`config.mk`:
```
export PLATFORM = sky130hd
export DESIGN_NAME = bin_to_bcd_seq
export DESIGN_NICKNAME = d
export VERILOG_FILES = /design/src/rtl/bcd_pkg.sv /design/src/rtl/bcd_add3.sv /design/src/rtl/bin_to_bcd_seq.sv
export SDC_FILE = /design/constraint.sdc
export NUM_CORES = 1
export LEC_CHECK = 0
export CAP_MARGIN = 30
export CORE_ASPECT_RATIO = 1.25
export CORE_MARGIN = 2
export CORE_UTILIZATION = 55
export DETAILED_ROUTE_END_ITERATION = 6
export HOLD_SLACK_MARGIN = 0.1
export MAX_ROUTING_LAYER = met4
export PLACE_DENSITY = 0.82
export SYNTH_ARGS = -nofsm -noshare
export SYNTH_HDL_FRONTEND = slang
export SYNTH_SLANG_ARGS = --single-unit
```
`constraint.sdc`:
```
create_clock -name clk -period 1.9 [get_ports clk]
set_input_delay 0.38 -clock clk [delete_from_list [all_inputs] [get_ports clk]]
set_output_delay 0.38 -clock clk [all_outputs]
set_load 0.02 [all_outputs]
```
`src/rtl/bcd_pkg.sv`:
```
// Shared types and constants for the sequential binary-to-BCD converter.
//   conv_state_t : controller states (IDLE, SHIFT, DONE)
//   bcd_digit_t  : one packed BCD digit
//   BCD_NINE     : digit value used to saturate the result on overflow
package bcd_pkg;

  typedef enum logic [1:0] {
    IDLE  = 2'd0,
    SHIFT = 2'd1,
    DONE  = 2'd2
  } conv_state_t;

  typedef logic [3:0] bcd_digit_t;

  localparam bcd_digit_t BCD_NINE = 4'd9;

endpackage

```
`src/rtl/bcd_add3.sv`:
```
// Double-dabble correction cell: a digit of 5 or more gets +3 so that the
// following left shift carries correctly into the next decimal digit.
//   value    : scratch digit before the shift
//   adjusted : corrected digit (value >= 5 ? value + 3 : value)
module bcd_add3
  import bcd_pkg::*;
(
  input  bcd_digit_t value,
  output bcd_digit_t adjusted
);

  // For value <= 9 the sum never exceeds 12, so 4 bits always suffice.
  assign adjusted = (value >= 4'd5) ? value + 4'd3 : value;

endmodule

```
`src/rtl/bin_to_bcd_seq.sv`:
```
// Sequential binary-to-BCD converter (shift-and-add-3, one input bit/clock).
//   clk      : system clock, rising edge
//   reset    : asynchronous, active-high
//   start    : request a conversion; only looked at in IDLE
//   binValue : unsigned value, captured when start is accepted
//   busy     : high while the SHIFT state is running
//   done     : one-cycle pulse when bcd/overflow have just been updated
//   bcd      : packed digits, digit k at [4k+3:4k], digit 0 = ones
//   overflow : last converted value did not fit in DIGITS decimal digits
//
// Handshake: start is accepted on a rising edge where the controller is in
// IDLE and start=1. done rises BIN_W+1 edges later for one cycle, together
// with the new bcd/overflow; the controller is already back in IDLE during
// that cycle, so a new start may be accepted at the very next edge.
module bin_to_bcd_seq
  import bcd_pkg::*;
#(
  parameter int BIN_W  = 14,
  parameter int DIGITS = 4
) (
  input  logic                  clk,
  input  logic                  reset,
  input  logic                  start,
  input  logic [BIN_W-1:0]      binValue,
  output logic                  busy,
  output logic                  done,
  output logic [4*DIGITS-1:0]   bcd,
  output logic                  overflow
);

  localparam int SW    = 4 * DIGITS;
  localparam int CNT_W = $clog2(BIN_W + 1);

  conv_state_t        state_q, state_d;
  logic [BIN_W-1:0]   shift_q, shift_d;
  logic [SW-1:0]      scratch_q, scratch_d;
  logic [SW-1:0]      scratch_adj;
  logic [CNT_W-1:0]   cnt_q, cnt_d;
  logic               ovf_q, ovf_d;
  logic [SW-1:0]      bcd_d;
  logic               overflow_d;
  logic               done_d;
  logic               ovf_bit;

  // One correction cell per scratch digit, applied before every shift.
  for (genvar k = 0; k < DIGITS; k++) begin : g_add3
    bcd_add3 u_add3 (
      .value    (scratch_q[4*k +: 4]),
      .adjusted (scratch_adj[4*k +: 4])
    );
  end

  always_ff @(posedge clk or posedge reset) begin
    if (reset) begin
      state_q   <= IDLE;
      shift_q   <= '0;
      scratch_q <= '0;
      cnt_q     <= '0;
      ovf_q     <= 1'b0;
      bcd       <= '0;
      overflow  <= 1'b0;
      done      <= 1'b0;
    end else begin
      state_q   <= state_d;
      shift_q   <= shift_d;
      scratch_q <= scratch_d;
      cnt_q     <= cnt_d;
      ovf_q     <= ovf_d;
      bcd       <= bcd_d;
      overflow  <= overflow_d;
      done      <= done_d;
    end
  end

  always_comb begin
    state_d    = state_q;
    shift_d    = shift_q;
    scratch_d  = scratch_q;
    cnt_d      = cnt_q;
    ovf_d      = ovf_q;
    bcd_d      = bcd;
    overflow_d = overflow;
    done_d     = 1'b0;
    ovf_bit    = 1'b0;

    case (state_q)
      IDLE: begin
        if (start) begin
          shift_d   = binValue;
          scratch_d = '0;
          cnt_d     = CNT_W'(BIN_W);
          ovf_d     = 1'b0;
          state_d   = SHIFT;
        end
      end

      SHIFT: begin
        // Lower digits never depend on higher ones, so a 1 leaving the top
        // digit is exactly the first nonzero bit of a digit we do not have:
        // the value cannot fit, and the flag stays set for this conversion.
        {ovf_bit, scratch_d, shift_d} = {scratch_adj, shift_q, 1'b0};
        ovf_d = ovf_q | ovf_bit;
        cnt_d = cnt_q - CNT_W'(1);
        if (cnt_q == CNT_W'(1)) begin
          state_d = DONE;
        end
      end

      DONE: begin
        // Publish only here, so a reset mid-conversion never exposes a
        // partial result.
        bcd_d      = ovf_q ? {DIGITS{BCD_NINE}} : scratch_q;
        overflow_d = ovf_q;
        done_d     = 1'b1;
        state_d    = IDLE;
      end

      default: begin
        state_d = IDLE;
      end
    endcase
  end

  assign busy = (state_q == SHIFT);

endmodule

```
==> results of run 1 <==
-- per-layer routing --
metal  global-route usage (%)  wire length, um  vias up
met4                     7.35               72        0
met2                     36.1             2490       46
met1                     26.4             2330     1003
li1                         -                -     1035
met5                        -                0        -
met3                     4.07              191        6
-- kinds of logic (layout without fill, tap and decap cells) --
family | Yosys count | count (layout)
mux | 2 | 2
flops | 55 | 55
simple gates | 90 | 90
compound gates | 78 | 78
fa+ha+maj | 10 | 10
xor+xnor | 4 | 4
buf+inv | 37 | 74
-- through the flow --
step                      std cells  power [mW]
after floorplan                 276        3.96
after global placement          366        4.55
after detailed placement        366        4.68
after CTS                       373        5.33
after global routing            373        5.72
final                           373        5.29
-- path summary, 6_finish.rpt --
path | from | endpoint | slack (ns) | cells past startpoint
setup / recovery | bcd[9] | bcd[9] | 0.25 | 1
hold / removal | reset | done | 0.43 | 3
setup reg to reg | scratch_q[4] | scratch_q[8] | 0.34 | 5
hold reg to reg | bcd[14] | bcd[14] | 0.48 | 2
max in group asynchronous | reset | cnt_q[1] | 1.23 | 3
min in group clk | bcd[14] | bcd[14] | 0.48 | 2
-- what timing repair did --
action	4_1_cts	5_1_grt
buffers inserted	0	0
gates resized for setup	0	1
setup endpoints to repair	0	1
-- layout by cell type (no fill, tap or decap), drive strengths merged, types with 5 or more instances in the layout --
cell type      instances
ha                    10
clkdlybuf4s50         34
a32o                   5
dfrtp                 55
nor2                  23
o2111ai                8
nand2                 50
nand2b                 8
clkbuf                 6
a31oi                 12
o31ai                 13
inv                   21
buf                   11
o21ai                 18
-- flip-flops by register name, indices dropped and copies added, names as in the netlist --
register / cells
scratch_q: 16
overflow: 1
state_q: 2
shift_q: 14
bcd: 16
ovf_q: 1
cnt_q: 4
done: 1
-- power groups by stage --
stage | Sequential, mW | Combinational, mW | Clock (mW)
floorplan | 2.06 | 1.90 | 0
global placement | 2.01 | 2.54 | 0
detailed placement | 2.03 | 2.65 | 0
CTS | 2.01 | 2.66 | 0.664
global route | 2.08 | 2.93 | 0.706
finish | 2.01 | 2.63 | 0.653
-- layout make-up --
cell class / instances / area share (%)
well taps: 60 / 2.32
clock inverters: 1 / 0.155
clock buffers: 6 / 2.55
multi-input cells: 184 / 35.6
repair buffers: 46 / 14.2
inverters: 21 / 2.52
flip-flops and latches: 55 / 42.6
==> results.py, run 1 <==
metrics = {
    "outcome": {
        "outcome": "finished, final reports clean",
    },
    "timing": {
        "max_freq_ghz": 0.608,
        "clock-skew-final_ns": 0.00665,
        "slew_viol_final": 0,
        "tightest_slew_ns": 0.539,
        "hold_viol_final": 0,
        "period_share_pct": 86.6,
        "timing.slew.headroom_pct": 64.1,
        "finalSetupTns_ns": 0,
        "fin_hold_ws_ns": 0.428,
        "fin_ws_ns": 0.254,
        "fin_crit_ns": 1.65,
        "rsz0062_at_grt": "no",
        "finalSetupViolCount": 0,
    },
    "critical_path": {
        "start_kind": "flip-flop",
        "path_max_fanout": 2,
        "critPathMaxStageDelay_ns": 0.60,
        "slowest_stage": "clkdlybuf4s50_1",
        "critPathTopFamily": "buffers and inverters",
        "cp_num_buf_inv": 1,
        "critPathKind": "flip-flop to primary output",
        "worstPathCellList": "clkdlybuf4s50_1",
        "crit_path_end_kind": "primary output",
        "critPathArrivalTime_ns": 1.27,
        "worstPathRequired_ns": 1.52,
    },
    "clock_tree": {
        "clock_path_buffers": 2,
        "h-tree-depth": 2,
        "clock_latency_ns": 0.31,
        "cts_made_buffers": 5,
        "hold_buffers": 0,
        "clk_pin_slew_ns": 0.09,
        "cts_tree": "done",
        "clock-sinks": 55,
        "cts_root_buf": "clkbuf_8",
    },
    "floorplan": {
        "start_util_pct": 57.1,
        "die_area_um2": 5530,
        "rows": 28,
        "die_height_um": 82.7,
        "die_w_um": 66.9,
        "coreArea_um2": 4760,
        "ioPinCount": 36,
    },
    "logic_synthesis": {
        "synthAdderAreaFrac_pct": 4.60,
        "synthTopCellsByArea": "dfrtp_1 (51%), nand2_1 (6.9%), ha_1 (4.6%), o31ai_1 (3.6%), nor2_1 (3.2%)",
        "synth_edf_count": 0,
        "yosysWarnings": 0,
        "post-synth-top-count-cell": "dfrtp_1",
        "mappedNetlistArea_um2": 2720,
        "synth_mux_area_share_pct": 0.781,
        "syn_nets": 303,
        "syn_avg_cell_area_um2": 9.86,
        "synth.yosys.seq_area_share_pct": 50.6,
        "yosys.area_share.simple_pct": 14.4,
        "ys_ff_latch": 55,
        "synth_cells": 276,
        "synth.distinct_cells": 34,
        "synth_xor_area_share_pct": 1.29,
        "synth_top_family_by_area": "compound AO/OA/AOI/OAI gates",
        "synth-main-ff-cell": "dfrtp_1",
        "synth_top_area_share_pct": 50.6,
        "synth_compound_area_share_pct": 21.2,
        "synthArstFlopShare_pct": 100,
        "post-synth-top-area-cell": "dfrtp_1",
        "ys_top_cells_by_count": "dfrtp_1 (55), nand2_1 (50), nor2_1 (23)",
    },
    "routing": {
        "vias": 2090,
        "ant_nets": 0,
        "drt_iter0_drc": 91,
        "route.detailed.drc": 0,
        "drt-vias-per-instance": 5.60,
        "wire_per_inst_um": 13.6,
        "firstDrtPassIters": 4,
        "routed_wl_um": 5090,
    },
    "global_routing": {
        "grt_pass1_vias": 1948,
        "grt_pass1_wl_um": 8840,
        "grt_antenna_before_repair": 0,
        "grt_max_degree": 56,
        "grt_overflow_total": 0,
        "grt.total_usage_pct": 21.6,
    },
    "pwr": {
        "vdd_drop_max_mv": 1.34,
        "p_comb_share_pct": 49.6,
        "seqPwrFrac_pct": 38.0,
        "power.net_switching_mw": 2.19,
        "netSwitchingFraction_pct": 41.3,
        "p_leak_nw": 1.46,
        "internal_power_mw": 3.11,
        "powerDensity_nw_per_um2": 1640,
        "p_clk_share_pct": 12.3,
    },
    "final_layout": {
        "antenna_cells": 0,
        "final_area_um2": 3230,
        "nNetsFinal": 340,
        "post-route-util_pct": 67.9,
        "ff_latch_area_um2": 1380,
        "final_layout_size_suffix_gt1_share_pct": 8.95,
        "area_growth_pct": 18.7,
        "multi_input_area_um2": 1150,
        "num-fill-cells": 412,
    },
    "job": {
        "cap_violations": 0,
    },
    "min_path": {
        "hp-class": "input pin to asynchronous set/reset pin",
    },
    "place": {
        "dpl.hpwl_um": 3580,
        "place_congestion": 0.884,
        "port_buffers": 35,
        "post-place-ws_ns": 0.141,
        "post_dp_cell_area_um2": 3140,
    },
}
(Power assumes the default switching activity.)
==> run 2, diff against run 1 <==
--- a/config.mk
+++ b/config.mk
@@ -12,7 +12,7 @@
 export DETAILED_ROUTE_END_ITERATION = 6
 export HOLD_SLACK_MARGIN = 0.1
 export MAX_ROUTING_LAYER = met4
-export PLACE_DENSITY = 0.82
+export PLACE_DENSITY = 0.84
 export SYNTH_ARGS = -nofsm -noshare
 export SYNTH_HDL_FRONTEND = slang
 export SYNTH_SLANG_ARGS = --single-unit
==> run 2 against run 1 <==
Critical path depth unchanged. Flip-flop and latch count unchanged. Non-clock buffer count up 3. Register-to-register slack better by 0.04 ns. Maximum frequency down 0.45%. Utilization up 1.2 points. First-iteration DRC count up 38%. Final area up 1.8%. Clock skew up 0.0023 ns. Sequential power about the same. Largest cell class unchanged. Largest power group unchanged. Highest routed layer unchanged.
==> results.py, run 2 (synthesis gave the netlist of run 1 again) <==
metrics = {
    "critical_path": {
        "critPathTopFamily": "buffers and inverters",
        "worstPathCellList": "clkdlybuf4s50_1",
        "start_kind": "flip-flop",
        "critPathMaxStageDelay_ns": 0.61,
        "crit_path_end_kind": "primary output",
        "cp_num_buf_inv": 1,
        "critPathArrivalTime_ns": 1.27,
        "critPathKind": "flip-flop to primary output",
        "path_max_fanout": 2,
        "worstPathRequired_ns": 1.52,
        "slowest_stage": "clkdlybuf4s50_1",
    },
    "timing": {
        "tightest_slew_ns": 0.555,
        "period_share_pct": 87.0,
        "slew_viol_final": 0,
        "hold_viol_final": 0,
        "finalSetupTns_ns": 0,
        "fin_crit_ns": 1.65,
        "timing.slew.headroom_pct": 63.0,
        "clock-skew-final_ns": 0.00898,
        "max_freq_ghz": 0.605,
        "finalSetupViolCount": 0,
        "rsz0062_at_grt": "no",
    },
    "routing": {
        "vias": 2095,
        "drt_iter0_drc": 126,
        "routed_wl_um": 5170,
        "route.detailed.drc": 0,
        "firstDrtPassIters": 4,
        "drt-vias-per-instance": 5.56,
        "wire_per_inst_um": 13.7,
        "ant_nets": 0,
    },
    "final_layout": {
        "largestRegisters": "bcd: 16 flops, scratch_q: 16 flops, shift_q: 14 flops",
        "num-fill-cells": 398,
        "antenna_cells": 0,
        "nNetsFinal": 343,
        "final_layout_size_suffix_gt1_share_pct": 10.1,
        "post-route-util_pct": 69.1,
        "layout_commonest_cell": "dfrtp_1",
        "area_growth_pct": 20.9,
        "layout_common_cells": "dfrtp_1 (55), nand2_1 (50), clkdlybuf4s50_1 (34)",
        "stdcell_count": 377,
    },
    "outcome": {
        "outcome": "finished, final reports clean",
    },
    "pwr": {
        "p_leak_nw": 1.48,
        "powerDensity_nw_per_um2": 1690,
        "vdd_drop_max_mv": 1.29,
        "internal_power_mw": 3.35,
        "power.net_switching_mw": 2.20,
        "p_comb_share_pct": 47.4,
        "seqPwrFrac_pct": 36.3,
        "netSwitchingFraction_pct": 39.7,
        "p_clk_share_pct": 16.3,
    },
    "floorplan": {
        "ioPinCount": 36,
        "die_w_um": 66.9,
        "coreArea_um2": 4760,
        "die_area_um2": 5530,
        "die_height_um": 82.7,
        "start_util_pct": 57.1,
        "rows": 28,
    },
    "clock_tree": {
        "cts_tree": "done",
        "clock-sinks": 55,
        "clk_pin_slew_ns": 0.10,
        "clock_path_buffers": 2,
        "cts_made_buffers": 5,
        "hold_buffers": 0,
        "cts_root_buf": "clkbuf_8",
        "postCtsSetupRepairBufs": 0,
        "h-tree-depth": 2,
        "clock_latency_ns": 0.31,
    },
    "global_routing": {
        "grt_antenna_before_repair": 0,
        "grt_pass1_wl_um": 8980,
        "grt_pass1_vias": 2051,
        "grt.total_usage_pct": 21.9,
        "grt_max_degree": 56,
        "grt_overflow_total": 0,
    },
    "min_path": {
        "hp-class": "input pin to asynchronous set/reset pin",
    },
    "job": {
        "cap_violations": 0,
    },
    "place": {
        "port_buffers": 35,
        "placed_cells": 369,
        "place_congestion": 0.785,
        "dpl.hpwl_um": 3540,
    },
}
## run 2: power groups by stage
stage                     Combinational [mW]  Clock [mW]  Sequential, mW
final                                   2.64       0.905            2.02
after detailed placement                2.64           0            2.03
after global placement                  2.55           0            2.00
after global routing                    2.94       0.965            2.08
after CTS                               2.66       0.924            2.01
after floorplan                         1.90           0            2.06
## run 2: final cells by class
type                            count  area [um^2]  share of cell area, %
Sequential cell                    55         1380                   41.8
Multi-Input combinational cell    184         1150                   35.0
Timing Repair Buffer               49          470                   14.3
Inverter                           21         81.3                   2.47
Tap cell                           60         75.1                   2.28
Clock buffer                        5         68.8                   2.09
Clock inverter                      3         67.6                   2.05
## run 2: through the flow
stage | cell area, um^2 | hold slack, ns | setup WS, ns | power, mW
CTS | 3290 | 0.443 | 0.0210 | 5.60
global placement | 3150 | 0.461 | 0.221 | 4.55
global route | 3290 | 0.488 | 0.182 | 5.99
detailed placement | 3150 | 0.468 | 0.154 | 4.67
finish | 3290 | 0.430 | 0.246 | 5.56
floorplan | 2720 | 0.450 | 0.177 | 3.96
## run 2: metal layers
| metal | wire, um | up-vias | part of all wire (%) | track usage (%) |
|---|---|---|---|---|
| li1 | - | 1042 | - | - |
| met1 | 2350 | 1010 | 45 | 25.5 |
| met2 | 2600 | 38 | 50 | 38.2 |
| met3 | 155 | 5 | 3.0 | 4.20 |
| met4 | 65 | 0 | 1.3 | 6.73 |
| met5 | 0 | - | 0 | - |
## run 2: final timing paths
check                             start  cells after the start            end  slack, ns
max                             bcd[13]                      1        bcd[13]       0.25
min                               reset                      3        bcd[12]       0.43
max reg2reg                scratch_q[8]                      5  scratch_q[12]       0.38
min reg2reg                     bcd[14]                      2        bcd[14]       0.49
max in group asynchronous         reset                      3   scratch_q[2]       1.23
min in group clk                bcd[14]                      2        bcd[14]       0.49
## run 2: timing repair
action / in CTS / in global routing
resized for setup: 0 / 1
setup endpoints to repair: 0 / 1
hold endpoints to repair: 0 / 0
